--- config.mk ---
export PLATFORM = sky130hd
export DESIGN_NAME = ahb_uart_loader
export DESIGN_NICKNAME = d
export VERILOG_FILES = /design/src/rtl/ahb_uart_loader.sv
export SDC_FILE = /design/constraint.sdc
export NUM_CORES = 1
export LEC_CHECK = 0
export CAP_MARGIN = 30
export CORE_ASPECT_RATIO = 0.75
export CORE_UTILIZATION = 30
export CTS_BUF_LIST = sky130_fd_sc_hd__clkbuf_16
export DETAILED_ROUTE_END_ITERATION = 12
export PLACE_DENSITY = 0.6
export SYNTH_ARGS = -nofsm -noshare
export SYNTH_HDL_FRONTEND = slang
export SYNTH_SLANG_ARGS = --single-unit
--- constraint.sdc ---
create_clock -name HCLK -period 3.9 [get_ports HCLK]
set_clock_uncertainty 0.2 [all_clocks]
set_input_delay 0.78 -clock HCLK [delete_from_list [all_inputs] [get_ports HCLK]]
set_output_delay 0.78 -clock HCLK [all_outputs]
set_load 0.01 [all_outputs]
--- src/rtl/ahb_uart_loader.sv ---
// ahb_uart_loader: packs a UART byte stream into 32-bit words and writes them
// to incrementing addresses as single NONSEQ AHB-Lite word writes.
module ahb_uart_loader #(
  parameter logic [31:0] BASE_ADDR   = 32'h0000_0000,
  parameter int          IMAGE_WORDS = 1024
) (
  input  logic        HCLK,
  input  logic        HRESET,
  input  logic        START,
  input  logic [7:0]  BYTE_IN,
  input  logic        BYTE_VALID,
  input  logic        HREADY,
  input  logic        HRESP,
  output logic [31:0] HADDR,
  output logic [1:0]  HTRANS,
  output logic        HWRITE,
  output logic [2:0]  HSIZE,
  output logic [31:0] HWDATA,
  output logic        BUSY,
  output logic        DONE,
  output logic        OVERRUN,
  output logic        ERROR
);
  typedef enum logic [1:0] {IDLE, WAIT_WORD, ADDR, DATA} state_t;
  state_t      state_q, state_d;
  logic [31:0] haddr_q, hwdata_q, buf_q;
  logic [23:0] asm_q;
  logic [15:0] wcnt_q;
  logic [1:0]  bcnt_q;
  logic        full_q, done_q, ovr_q, err_q;
  logic        take, wdone, rel, fail, last, go;
  assign take  = BYTE_VALID && state_q != IDLE;
  assign wdone = take && bcnt_q == 2'd3;
  assign rel   = state_q == DATA && HREADY && !HRESP;
  assign fail  = state_q == DATA && HREADY && HRESP;
  assign last  = {1'b0, wcnt_q} + 17'd1 == 17'(IMAGE_WORDS);
  assign go    = state_q == IDLE && START;
  always_ff @(posedge HCLK) begin
    if (HRESET) state_q <= IDLE;
    else        state_q <= state_d;
  end
  always_comb begin
    state_d = state_q;
    unique case (state_q)
      IDLE:      if (START) state_d = WAIT_WORD;
      WAIT_WORD: if (full_q) state_d = ADDR;
      ADDR:      if (HREADY) state_d = DATA;
      DATA:      if (fail) state_d = IDLE;
                 else if (rel) state_d = last ? IDLE : wdone ? ADDR : WAIT_WORD;
    endcase
  end
  always_comb begin
    HTRANS  = state_q == ADDR ? 2'b10 : 2'b00;
    HWRITE  = state_q == ADDR;
    HSIZE   = 3'b010;
    HADDR   = haddr_q;
    HWDATA  = hwdata_q;
    BUSY    = state_q != IDLE;
    DONE    = done_q;
    OVERRUN = ovr_q;
    ERROR   = err_q;
  end
  always_ff @(posedge HCLK) begin
    if (HRESET) begin
      haddr_q  <= BASE_ADDR;
      hwdata_q <= '0;
      buf_q    <= '0;
      asm_q    <= '0;
      wcnt_q   <= '0;
      bcnt_q   <= '0;
      full_q   <= 1'b0;
      done_q   <= 1'b0;
      ovr_q    <= 1'b0;
      err_q    <= 1'b0;
    end else begin
      done_q <= rel && last;
      if (take) bcnt_q <= bcnt_q + 2'd1;
      if (take && !wdone) asm_q[{bcnt_q, 3'b000} +: 8] <= BYTE_IN;
      // a word completing on the release cycle reuses the buffer being freed
      if (wdone) begin
        if (full_q && !rel) ovr_q <= 1'b1;
        else begin
          buf_q  <= {BYTE_IN, asm_q};
          full_q <= 1'b1;
        end
      end else if (rel) full_q <= 1'b0;
      if (state_q == ADDR && HREADY) hwdata_q <= buf_q;
      if (rel) begin
        wcnt_q  <= wcnt_q + 16'd1;
        haddr_q <= haddr_q + 32'd4;
      end
      if (fail) begin
        err_q  <= 1'b1;
        full_q <= 1'b0;
        bcnt_q <= '0;
      end
      if (go) begin
        haddr_q <= BASE_ADDR;
        wcnt_q  <= '0;
        bcnt_q  <= '0;
        full_q  <= 1'b0;
        ovr_q   <= 1'b0;
        err_q   <= 1'b0;
      end
    end
  end
endmodule

## After elaboration in Yosys (flattened, before gate mapping)

Index checks and enable logic that the tools add are counted.

| storage, ports and cells | value |
|---|---|
| register bits | 144 |
| input port bits | 14 |
| output and inout port bits | 74 |

| operators by class | value |
|---|---|
| add/sub/neg operators | 5 |
| equal/unequal tests | 10 |
| shift-type cells | 2 |
| multiplexer cells | 13 |
| bitwise gates (word level) | 1 |
| reduce and logical (&&, ||, !) cells | 22 |

Operator list:

| cell | count |
|---|---|
| adder 32 x 3 -> 32 bit (second input constant) | 1 |
| bitwise mux 24 bit | 1 |
| variable shift 8 x 7 -> 24 bit (first input constant) | 1 |
| variable part select 8 x 7 -> 24 bit | 1 |
| adder 16 x 1 -> 17 bit (second input constant) | 1 |
| equality test 17 x 11 -> 1 bit (second input constant) | 1 |
| adder 16 x 1 -> 16 bit (second input constant) | 1 |
| 2-to-1 mux 2 bit | 8 |
| logical AND 1 bit | 10 |
| != test 2 bit (second input constant) | 4 |
| case mux 2 bit (4 select lines) | 1 |
| negation 5 -> 7 bit | 1 |
| equality test 2 bit (second input constant) | 3 |
| AND reduction 2 bit | 3 |
| AND reduction 4 bit | 1 |
| nonzero test 2 bit | 2 |
| logical NOT 1 bit | 3 |
| 2-to-1 mux 1 bit | 3 |
| != test 3 bit (second input constant) | 1 |
| OR reduction 3 bit | 1 |
| adder 2 x 1 -> 2 bit (second input constant) | 1 |
| equality test 2 x 1 -> 1 bit (second input constant) | 1 |
| logical NOT 2 bit | 1 |
| OR reduction 2 bit | 1 |
| inverter 1 bit | 1 |

## Logic depth before layout (Yosys ltp)

| depth | value |
|---|---|
| depth after elaboration | 8 |
| gate-level depth with buffers | 8 |
| gate-level depth less buffers | 6 |

## Worst setup path before layout

Ideal clock, no wire load.

| timing path | value |
|---|---|
| kind | in2reg |
| start | input port HRESP |
| end | register haddr_q[15], in the netlist HADDR[15] |
| library setup time | 0.128 ns |
| arrival | 1.856 ns |
| setup slack | 1.716 ns |
| stages on the path | 6 |
| path buffers | 1 |
| cells stage by stage | nand4b_1 -> buf_2 -> nor3_1 -> nand4_1 -> xnor2_1 -> nor2_1 |

| on the way | value |
|---|---|
| longest elaborated chain between the ends | 2 |

RTL lines:

| what | line | source |
|---|---|---|
| from (decl) | 13 | `input logic HRESP,` |
| logical NOT 1 bit | 34 | `assign rel = state_q == DATA && HREADY && !HRESP;` |
| logical AND 1 bit | 34 |  |
| to (signal assigned) | 90 | `haddr_q <= haddr_q + 32'd4;` |
| to (decl) | 26 | `logic [31:0] haddr_q, hwdata_q, buf_q;` |

No other way between the ends.
A chain may end at the register's enable or synchronous reset.

## Final worst setup path

| timing path | value |
|---|---|
| start | input port HRESP |
| end | register haddr_q[12], in the netlist HADDR[12] |

Same word-level chain as after synthesis.

==> summary.txt <==
Run status
  • Status: complete, no violations

Route
  • Routed WL per cell: 12.8 µm
  • ANT nets after route: 0
  • Drc violations: 0
  • Final wirelength: 13.3 mm
  • 1st-iter DRT viols: 329
  • DR vias: 4795
  • First drt pass iteration count: 4
  • Vias/cell: 4.62

Worst setup path
  • Crit path capture type: register
  • Max FO, Critical Path: 13
  • Crit Path Category: input port to register
  • Worst path bufs/invs: 1
  • Worst Path Required: 3.99 ns
  • Delay-heaviest family, CP: simple AND/OR/NAND/NOR gates
  • Critical Path Source Type: input port
  • CP arrival: 2.81 ns
  • Cell Chain, Critical Path: clkdlybuf4s50_1 > and4b_1 > and3_1 > nor3b_1 > xnor2_1 > nor2_1
  • Slowest cell delay on critical path: 0.53 ns
  • CP max stage cell: and4b_1

Synth
  • Mapped Avg Cell Area: 8.11 µm²
  • Top cells by area, synth: dfxtp_1 49%, nand2_1 12%, a21oi_1 8.7%, xor2_1 4.5%, nand3_1 3.7%
  • Largest area contributor in the netlist: dfxtp_1
  • Proportion of synthesized area in mux cells: 0.345%
  • Largest family of logic cells by synthesized area: simple AND/OR/NAND/NOR gates
  • Share of the yosys chip area belonging to registers: 49.0%
  • Number of library cell types mapped by synthesis: 41
  • Compound-Gate Fraction of Synth Area: 11.0%
  • Syn. warnings: 0
  • Synth Area in Simple Gates: 27.1%
  • XOR/XNOR Fraction of Synth Area: 6.50%
  • Area fraction of the dominant cell type after synthesis: 49.0%
  • #FFs+latches synth: 142
  • Post-Syn Area: 5800 µm²
  • Area share of fa/ha/maj cells after synthesis: 1.51%
  • Cell count after synthesis: 715

Final layout
  • ANT cells: 0
  • Synth-to-Final Area Change: 26.7%
  • Layout cells sized above 1: 5.57%
  • Area occupied by multi-input gates: 2720 µm²
  • Final core occ: 39.2%
  • Sequential cell area: 2840 µm²
  • Fillcell total: 1979
  • Final net count: 798

Clock network
  • Clock-pin transition on the worst setup and hold timing paths: 0.06 ns
  • CTS tree: built
  • Hold Buf Count CTS: 0
  • Post-CTS setup buffers: 0
  • CTS HTree Levels: 4
  • Maximum root-to-sink buffer count: 2
  • Cts repair resizes: 0
  • Clk root buf: clkbuf_16
  • Skew-Pair Late Insertion Delay: 0.41 ns
  • Clock sink count: 142
  • CTS buffer count: 17

STA
  • Max_slew headroom: 36.9%
  • Setup Viol. Count Final: 0
  • Period utilization: 69.8%
  • Final hold vios: 0
  • Peak Freq: 368 MHz
  • RSZ-0062 raised after global routing: false
  • TNS Setup: 0 ns
  • Slew @ Worst Pin: 0.947 ns
  • Slew Viols, Final: 0
  • Fin crit period: 2.72 ns

Power
  • Pwr Total: 3160 µW
  • Leakage power: 0.00247 µW
  • PwrDens: 430 nW/µm²
  • Peak VDD IR: 0.000257 V

Placement
  • Final GP Congestion: 0.842
  • Post-DP HPWL: 8.57 mm
  • I/O Buffers: 81

Floorplanning
  • Die area: 19900 µm²
  • Die width: 163 µm
  • Initial core utilization: 31.0%
  • Core footprint: 18700 µm²
  • Die height: 122 µm
  • Site Rows: 43
  • Io pins: 88

GRT
  • Vias in the first global route: 4434
  • Total grt overflow: 0
  • Global-route usage over all layers: 14.0%
  • Initial antenna violation count: 0
  • First-pass GRT wire length: 22.2 mm
  • Largest net degree at the start of global routing: 93

Job
  • Max_cap viols: 0

Hold path
  • Min-Delay Path Class: register to register
-- final timing paths --
check        slack (ns)         end       start  cells past startpoint
max                1.18   HADDR[12]       HRESP                      6
min                0.25  HWDATA[20]   buf_q[20]                      2
max reg2reg        1.48   HADDR[12]  state_q[0]                      5
min reg2reg        0.25  HWDATA[20]   buf_q[20]                      2
-- sequential cells by signal, indices dropped and copies added (netlist names), 2 cells and up --
| signal | count |
|---|---|
| state_q | 2 |
| buf_q | 32 |
| HADDR | 30 |
| asm_q | 24 |
| HWDATA | 32 |
| bcnt_q | 2 |
| wcnt_q | 16 |
-- area by class of cell --
class,count,area share (%)
sequential,142,38.7
clock inverter,15,2.32
tap,247,4.21
timing repair buffer,87,11.6
inverter,7,0.358
multi-input combinational,522,37.1
clock buffer,17,5.79
-- per-layer routing --
layer	global-route usage, %	wire (µm)	vias to the layer above
met5	0	0	-
met4	5.19	104	0
met3	4.26	732	9
met2	19.3	5360	91
met1	20.1	7120	2177
li1	-	-	2518
-- report_power, final --
part           switching (µW)  leakage, µW  internal [µW]  total (µW)
Sequential               5.21      0.00114           1460        1460
Clock                     615     0.000292           1000        1620
Combinational            54.1      0.00104           23.9        78.0
Total                     675      0.00247           2480        3160
-- logic make-up after synthesis --
family	Yosys count
AOI/OAI and AO/OA	120
xor gates and xnor gates	43
adders and majority gates	7
buffers and inverters	55
DFF	142
muxes	2
other	2
and+or+nand+nor	344
-- cells in the final DEF (no fill, tap or decap), types with 2 or more instances in the layout --
master,synthesis,routed
nor3b_1,4,4
nand2b_1,2,2
clkinv_4,0,4
bufinv_16,0,3
nor2_2,1,2
dfxtp_1,142,142
o21ai_0,8,8
nand4b_1,4,4
mux2i_1,2,2
xor2_1,30,30
nor2_1,55,54
clkdlybuf4s50_1,0,80
nand2_1,179,179
xnor2_1,13,13
and4b_1,2,2
inv_1,7,8
inv_6,0,2
a21o_1,2,2
buf_4,8,6
a31oi_1,2,2
and2_1,4,4
nand4_1,19,19
clkinv_1,0,3
clkbuf_16,0,17
conb_1,2,6
and4_1,5,5
nand3_1,43,43
or3_1,3,3
nor3_1,7,7
a21oi_1,101,100
ha_1,7,7
and3_1,10,10
-- cells in the mapped netlist --
cell        n
nand2_1   179
dfxtp_1   142
a21oi_1   101
nor2_1     55
nand3_1    43
xor2_1     30
clkbuf_1   27
nand4_1    19
buf_2      13
xnor2_1    13
and3_1     10
buf_4       8
o21ai_0     8
ha_1        7
inv_1       7
nor3_1      7
and4_1      5
and2_1      4
nand4b_1    4
nor3b_1     4
or3_1       3
a21o_1      2
a31oi_1     2
and4b_1     2
conb_1      2
mux2i_1     2
nand2b_1    2
a21boi_0    1
a221o_1     1
a41o_1      1
a41oi_1     1
nand3_2     1
nand4_2     1
nor2_2      1
nor4_2      1
nor4_4      1
nor4bb_1    1
o211a_1     1
o211ai_1    1
o21ba_2     1
or2_2       1
-- tightest hold or removal path, cell delays in order, from the launching register on --
cell and delay [ns]:
dfxtp_1 0.31, nand2_1 0.05, a21oi_1 0.05
-- per-stage QoR --
stage / hold slack [ns] / cells / worst slack, ns / cell area (µm²)
floorplan: 0.232 / 719 / 1.72 / 5810
global placement: 0.241 / 1005 / 0.730 / 6750
detailed placement: 0.244 / 1005 / 0.747 / 6750
CTS: 0.252 / 1037 / 1.16 / 7350
global route: 0.268 / 1037 / 0.968 / 7350
finish: 0.248 / 1037 / 1.18 / 7350
(Power assumes the default switching activity.)
